File: src/rtl/ifetch_pkg.sv
`default_nettype none
// ============================================================================
// Module      : ifetch_pkg
// Description : Shared types for the instruction-fetch sequencer: the fetch
//               state encoding and the prefetch-queue entry layout.
// Revision    : 1.0 - initial release
// ============================================================================
package ifetch_pkg;

  // Width of the PC field carried in every queue entry. The top module
  // casts its ADDR_W-wide PC into and out of this field.
  localparam int unsigned C_PC_W = 32;

  typedef enum logic [1:0] {
    ST_RUN   = 2'd0,
    ST_DRAIN = 2'd1,
    ST_SLEEP = 2'd2,
    ST_FAULT = 2'd3
  } state_e;

  typedef struct packed {
    logic [15:0]       instr;
    logic [C_PC_W-1:0] pc;
    logic              fault;
  } entry_t;

endpackage
`default_nettype wire

File: src/rtl/ifetch_queue.sv
`default_nettype none
// ============================================================================
// Module      : ifetch_queue
// Description : Synchronous prefetch FIFO of fetch entries with push, pop and
//               flush. The head entry is read straight out of storage, so no
//               consumer-side input reaches the head outputs combinationally.
// Revision    : 1.0 - initial release
// Ports       : clk, reset   - clock, synchronous active-high reset
//               push_i       - write entry_i (accepted when not full, or when
//                              a pop happens in the same cycle)
//               pop_i        - retire the head entry (ignored when empty)
//               flush_i      - discard all entries; overrides push and pop
//               entry_i      - entry to write
//               head_o       - head entry, all-zero while empty
//               full_o       - queue holds Q_DEPTH entries
//               empty_o      - queue holds no entries
// ============================================================================
module ifetch_queue
  import ifetch_pkg::*;
#(
  parameter int unsigned Q_DEPTH = 2
) (
  input  logic   clk,
  input  logic   reset,
  input  logic   push_i,
  input  logic   pop_i,
  input  logic   flush_i,
  input  entry_t entry_i,
  output entry_t head_o,
  output logic   full_o,
  output logic   empty_o
);

  localparam int unsigned C_IDX_W = $clog2(Q_DEPTH);
  // One extra pointer bit tells full apart from empty when indices match.
  localparam int unsigned C_PTR_W = C_IDX_W + 1;

  logic [C_PTR_W-1:0] wr_ptr_q, wr_ptr_d;
  logic [C_PTR_W-1:0] rd_ptr_q, rd_ptr_d;
  entry_t             mem_q [Q_DEPTH];

  logic [C_IDX_W-1:0] w_wr_idx;
  logic [C_IDX_W-1:0] w_rd_idx;
  logic               w_full;
  logic               w_empty;
  logic               w_do_pop;
  logic               w_do_push;

  assign w_wr_idx = wr_ptr_q[C_IDX_W-1:0];
  assign w_rd_idx = rd_ptr_q[C_IDX_W-1:0];
  assign w_empty  = (wr_ptr_q == rd_ptr_q);
  assign w_full   = (wr_ptr_q[C_PTR_W-1] != rd_ptr_q[C_PTR_W-1]) &&
                    (w_wr_idx == w_rd_idx);

  assign w_do_pop  = pop_i && !w_empty;
  // A pop frees the head slot on the same edge, so a full queue still
  // accepts a write when it is also being drained.
  assign w_do_push = push_i && (!w_full || w_do_pop);

  always_comb begin
    wr_ptr_d = wr_ptr_q;
    rd_ptr_d = rd_ptr_q;
    if (flush_i) begin
      wr_ptr_d = '0;
      rd_ptr_d = '0;
    end else begin
      if (w_do_push) wr_ptr_d = wr_ptr_q + C_PTR_W'(1);
      if (w_do_pop)  rd_ptr_d = rd_ptr_q + C_PTR_W'(1);
    end
  end

  always_ff @(posedge clk) begin
    if (reset) begin
      wr_ptr_q <= '0;
      rd_ptr_q <= '0;
    end else begin
      wr_ptr_q <= wr_ptr_d;
      rd_ptr_q <= rd_ptr_d;
    end
  end

  // Storage needs no reset: it is only observed through a valid pointer.
  always_ff @(posedge clk) begin
    if (w_do_push && !flush_i) begin
      mem_q[w_wr_idx] <= entry_i;
    end
  end

  assign head_o  = w_empty ? '0 : mem_q[w_rd_idx];
  assign full_o  = w_full;
  assign empty_o = w_empty;

endmodule
`default_nettype wire

File: src/rtl/ifetch_ctrl.sv
`default_nettype none
// ============================================================================
// Module      : ifetch_ctrl
// Description : Instruction-fetch sequencer. Owns the fetch PC, reads the
//               combinational instruction ROM, buffers words in a prefetch
//               queue towards decode, handles branch redirects and
//               out-of-range fetch faults, and quiesces fetch on request
//               from the power-gating controller.
// Revision    : 1.0 - initial release
// Ports       : clk, reset      - clock, synchronous active-high reset
//               imem_addr       - ROM entry index (the fetch PC)
//               imem_instr      - ROM read data for imem_addr
//               redirect_valid  - branch/jump redirect strobe
//               redirect_pc     - redirect target entry index
//               out_valid/ready - decode handshake for the queue head
//               out_instr/pc    - head instruction and its PC
//               out_fault       - head is an out-of-range fetch
//               sleep_req/ack   - fetch quiesce request / acknowledge
// ============================================================================
module ifetch_ctrl
  import ifetch_pkg::*;
#(
  parameter int unsigned       ADDR_W    = 32,
  parameter int unsigned       MEM_DEPTH = 512,
  parameter int unsigned       Q_DEPTH   = 2,
  parameter logic [ADDR_W-1:0] RESET_PC  = '0
) (
  input  logic              clk,
  input  logic              reset,
  output logic [ADDR_W-1:0] imem_addr,
  input  logic [15:0]       imem_instr,
  input  logic              redirect_valid,
  input  logic [ADDR_W-1:0] redirect_pc,
  output logic              out_valid,
  input  logic              out_ready,
  output logic [15:0]       out_instr,
  output logic [ADDR_W-1:0] out_pc,
  output logic              out_fault,
  input  logic              sleep_req,
  output logic              sleep_ack
);

  state_e            state_q, state_d;
  logic [ADDR_W-1:0] fetch_pc_q, fetch_pc_d;

  entry_t w_push_entry;
  entry_t w_head;
  logic   w_full;
  logic   w_empty;
  logic   w_in_range;
  logic   w_pop;
  logic   w_push;

  assign w_in_range = (fetch_pc_q < ADDR_W'(MEM_DEPTH));
  assign w_pop      = !w_empty && out_ready;

  // Fetch only in RUN; a sleep request stops pushes in the very cycle it is
  // seen, and a redirect wins over the push because the queue is flushed.
  assign w_push = (state_q == ST_RUN) && !redirect_valid && !sleep_req &&
                  (!w_full || w_pop);

  // Out-of-range fetches never forward ROM data; the entry carries a zero
  // word and the fault flag instead.
  always_comb begin
    w_push_entry       = '0;
    w_push_entry.pc    = C_PC_W'(fetch_pc_q);
    w_push_entry.fault = !w_in_range;
    w_push_entry.instr = w_in_range ? imem_instr : 16'h0000;
  end

  always_comb begin
    state_d    = state_q;
    fetch_pc_d = fetch_pc_q;

    if (redirect_valid) begin
      fetch_pc_d = redirect_pc;
    end else if (w_push && w_in_range) begin
      fetch_pc_d = fetch_pc_q + ADDR_W'(1);
    end

    case (state_q)
      ST_RUN: begin
        if (sleep_req) begin
          state_d = ST_DRAIN;
        end else if (w_push && !w_in_range) begin
          // PC holds at the faulting address until a redirect.
          state_d = ST_FAULT;
        end
      end
      ST_DRAIN: begin
        if (!sleep_req) begin
          state_d = ST_RUN;
        end else if (w_empty) begin
          state_d = ST_SLEEP;
        end
      end
      ST_SLEEP: begin
        if (!sleep_req) state_d = ST_RUN;
      end
      ST_FAULT: begin
        if (redirect_valid) begin
          state_d = ST_RUN;
        end else if (sleep_req) begin
          state_d = ST_DRAIN;
        end
      end
      default: state_d = ST_RUN;
    endcase
  end

  always_ff @(posedge clk) begin
    if (reset) begin
      state_q    <= ST_RUN;
      fetch_pc_q <= RESET_PC;
    end else begin
      state_q    <= state_d;
      fetch_pc_q <= fetch_pc_d;
    end
  end

  ifetch_queue #(
    .Q_DEPTH (Q_DEPTH)
  ) u_queue (
    .clk     (clk),
    .reset   (reset),
    .push_i  (w_push),
    .pop_i   (w_pop),
    .flush_i (redirect_valid),
    .entry_i (w_push_entry),
    .head_o  (w_head),
    .full_o  (w_full),
    .empty_o (w_empty)
  );

  assign imem_addr = fetch_pc_q;
  assign out_valid = !w_empty;
  assign out_instr = w_head.instr;
  assign out_pc    = ADDR_W'(w_head.pc);
  assign out_fault = w_head.fault;
  // Acknowledge is a decode of the state register, so it is registered and
  // drops on the same edge that leaves SLEEP.
  assign sleep_ack = (state_q == ST_SLEEP);

endmodule
`default_nettype wire
File: config.mk
export PLATFORM = sky130hd
export DESIGN_NAME = ifetch_ctrl
export DESIGN_NICKNAME = d
export VERILOG_FILES = /design/src/rtl/ifetch_pkg.sv /design/src/rtl/ifetch_queue.sv /design/src/rtl/ifetch_ctrl.sv
export SDC_FILE = /design/constraint.sdc
export NUM_CORES = 1
export LEC_CHECK = 0
export BUFFER_PORTS_ARGS = -buffer_cell sky130_fd_sc_hd__buf_2
export CAP_MARGIN = 10
export CORE_UTILIZATION = 49
export DETAILED_ROUTE_END_ITERATION = 10
export PLACE_DENSITY = 0.84
export SETUP_SLACK_MARGIN = 0.02
export SLEW_MARGIN = 20
export SYNTH_ARGS = -nofsm -noshare
export SYNTH_HDL_FRONTEND = slang
export SYNTH_SLANG_ARGS = --single-unit
File: constraint.sdc
create_clock -name clk -period 3.8 [get_ports clk]
set_input_delay 0.57 -clock clk [delete_from_list [all_inputs] [get_ports clk]]
set_output_delay 0.57 -clock clk [all_outputs]
set_load 0.02 [all_outputs]
==> metrics.cfg <==
[status]
status=finished, violations left
violations=DRC

[clocking]
ctsResizeCount=0
clk_pin_slew_ns=0.06
clockBufferDepth=2
cts_tree=yes
clk_latency_ns=0.42
cts_buffers=17
postCtsHoldBufs=0
post_cts_buffers=0
htreeDepth=4
root_buffer=clkbuf_16
clock-sinks=137

[layout]
fin_util_pct=61.0
drive_gt1_share_pct=31.3
area_growth_pct=19.8
nNetsFinal=622
final_cells=724
design_area_mm2=0.00708
multi_input_area_mm2=0.00183
n_antenna_cell=0
layout_commonest_cell=buf_2
layout_common_cells=135 x buf_2, 98 x edfxtp_1, 85 x nor2_1
regArea_mm2=0.00372
fillers=909

[pwr]
powerDensity_mw_per_mm2=512
switchingPower_mw=0.839
pwr-share-clk_pct=44.6
peakVddDrop_mv=0.274
combPwrFrac_pct=8.3
p_sw_share_pct=23.1
total_power_mw=3.63
seqPwrFrac_pct=47.1
p_leak_nw=2.77
intPower_mw=2.79

[drt]
wl_um=12900
detail_route.wl_per_cell_um=17.8
dr_total_vias=3964
drc_errors=12
viasPerCell=5.48
drtPass1Iterations=8
postRouteAntennaNets=0
initialDrtViolationCount=281

[synth]
ys_warn_count=0
synth_top_area_share_pct=49.8
synth_edf_count=98
ys_types=51
synth-main-ff-cell=edfxtp_1
ys_seq_elements=137
synthesis.area_mm2=0.00591
syn_nets=519
syn_area_per_cell_um2=12.7
synthCells=465
synth.largest_area_cell=edfxtp_1
yosys-top-cells-area=edfxtp_1 50%, dfxtp_1 13%, mux2i_1 12%
async_flop_share_pct=0
seq_area_frac_synth_pct=63.0

[sta]
period_needed_ns=2.90
fin_hold_ws_ns=0.388
setup_tns_ns=0
hold_violations=0
drv_slew=0
tightest_slew_ns=0.816
setup_ws_ns=0.901
rsz0062_at_grt=false
finalSetupViolCount=0
max_freq_ghz=0.345
fin_crit_sh_pct=76.3
finalClockSkew_ns=0.00655
slew_headroom_pct=45.4

[setup_path]
worstPathArrival_ns=3.20
crit_type=flop to flop
cp.required_ns=4.10
path_max_fanout=20
r2r_start=imem_addr[10]
cp-end-kind=flop
crit_path_start_kind=flop
critPathLaunch=imem_addr[10]

[placement]
place_ws_ns=1.06
placed_area_mm2=0.00650
port_buffers=135
gp_congestion=0.854
dp_cells=692
dpl.hpwl_um=8360

[global_routing]
grt_antenna_before_repair=0
grt_pass1_wl_um=20200
grt_usage_pct=21.4
overflow=0
grt_pass1_vias=3950
grt_max_degree=50

[floorplan]
die_h_um=112
ios=136
dieArea_mm2=0.0125
start_util_pct=50.9
num_rows=39
die_x_um=112
core_area_mm2=0.0116

[hold_path]
hp-start=redirect_pc[16]
hold_class=primary input to flop

[run]
max_cap_violations=0

[path summary, 6_finish.rpt]
kind,endpoint,slack [ns],cells past startpoint
max,imem_addr[1],0.90,4
min,imem_addr[16],0.39,3
max reg2reg,imem_addr[1],0.90,4
min reg2reg,u_queue.mem_q[0][14],0.52,0
[power by group through the flow]
stage	clock (mW)	combinational (mW)	sequential, mW
global route	1.69	0.326	1.72
finish	1.62	0.300	1.71
CTS	1.63	0.302	1.71
floorplan	0	0.221	1.72
global placement	0	0.289	1.73
detailed placement	0	0.300	1.74
[per-layer routing]
| metal | part of all wire (%) | wire length [um] | vias up | track usage [%] |
|---|---|---|---|---|
| met5 | 0 | 0 | - | 0 |
| met3 | 6.6 | 850 | 22 | 5.99 |
| met4 | 2.0 | 255 | 0 | 9.55 |
| li1 | - | - | 1867 | - |
| met1 | 40 | 5190 | 1909 | 25.2 |
| met2 | 51 | 6560 | 166 | 36.4 |
[worst max-delay path, stage by stage, from the launching register on]
cell and delay, ns:
dfxtp_1 0.35, nor4_1 0.59, nand4_1 0.79, or4_2 0.89, o311a_1 0.15
[cells by family (layout without fill, tap and decap cells)]
group / after synthesis / count (layout) / share of synthesized area [%]
mux: 72 / 72 / 12.2
buf+inv: 64 / 180 / 6.28
simple gates: 150 / 150 / 12.2
compound gates: 33 / 33 / 4.80
flops: 137 / 137 / 63.0
fa+ha+maj: 1 / 1 / 0.212
xor+xnor: 8 / 8 / 1.31
[registers in the layout (all words and copies together) (netlist names), named ones only]
register	cells
u_queue.wr_ptr_q	2
state_q	2
u_queue.mem_q	98
u_queue.rd_ptr_q	2
imem_addr	32
[Yosys cell counts (all sizes together), types with 4 or more instances]
master  instances
xor2            5
nand2           4
nand4           4
clkbuf         19
nor4           14
buf            39
nor2b           5
dfxtp          39
inv             6
nor2           87
mux2i          72
edfxtp         98
nor3           10
and2           16
o41a            4
[cell type report]
| type | instances | area share, % |
|---|---|---|
| well taps | 143 | 2.53 |
| clock inverters | 15 | 2.23 |
| flip-flops and latches | 137 | 52.6 |
| multi-input cells | 264 | 25.9 |
| repair buffers | 142 | 10.5 |
| inverters | 6 | 0.318 |
| clock buffers | 17 | 6.00 |
Power figures use the tool's default switching activity.
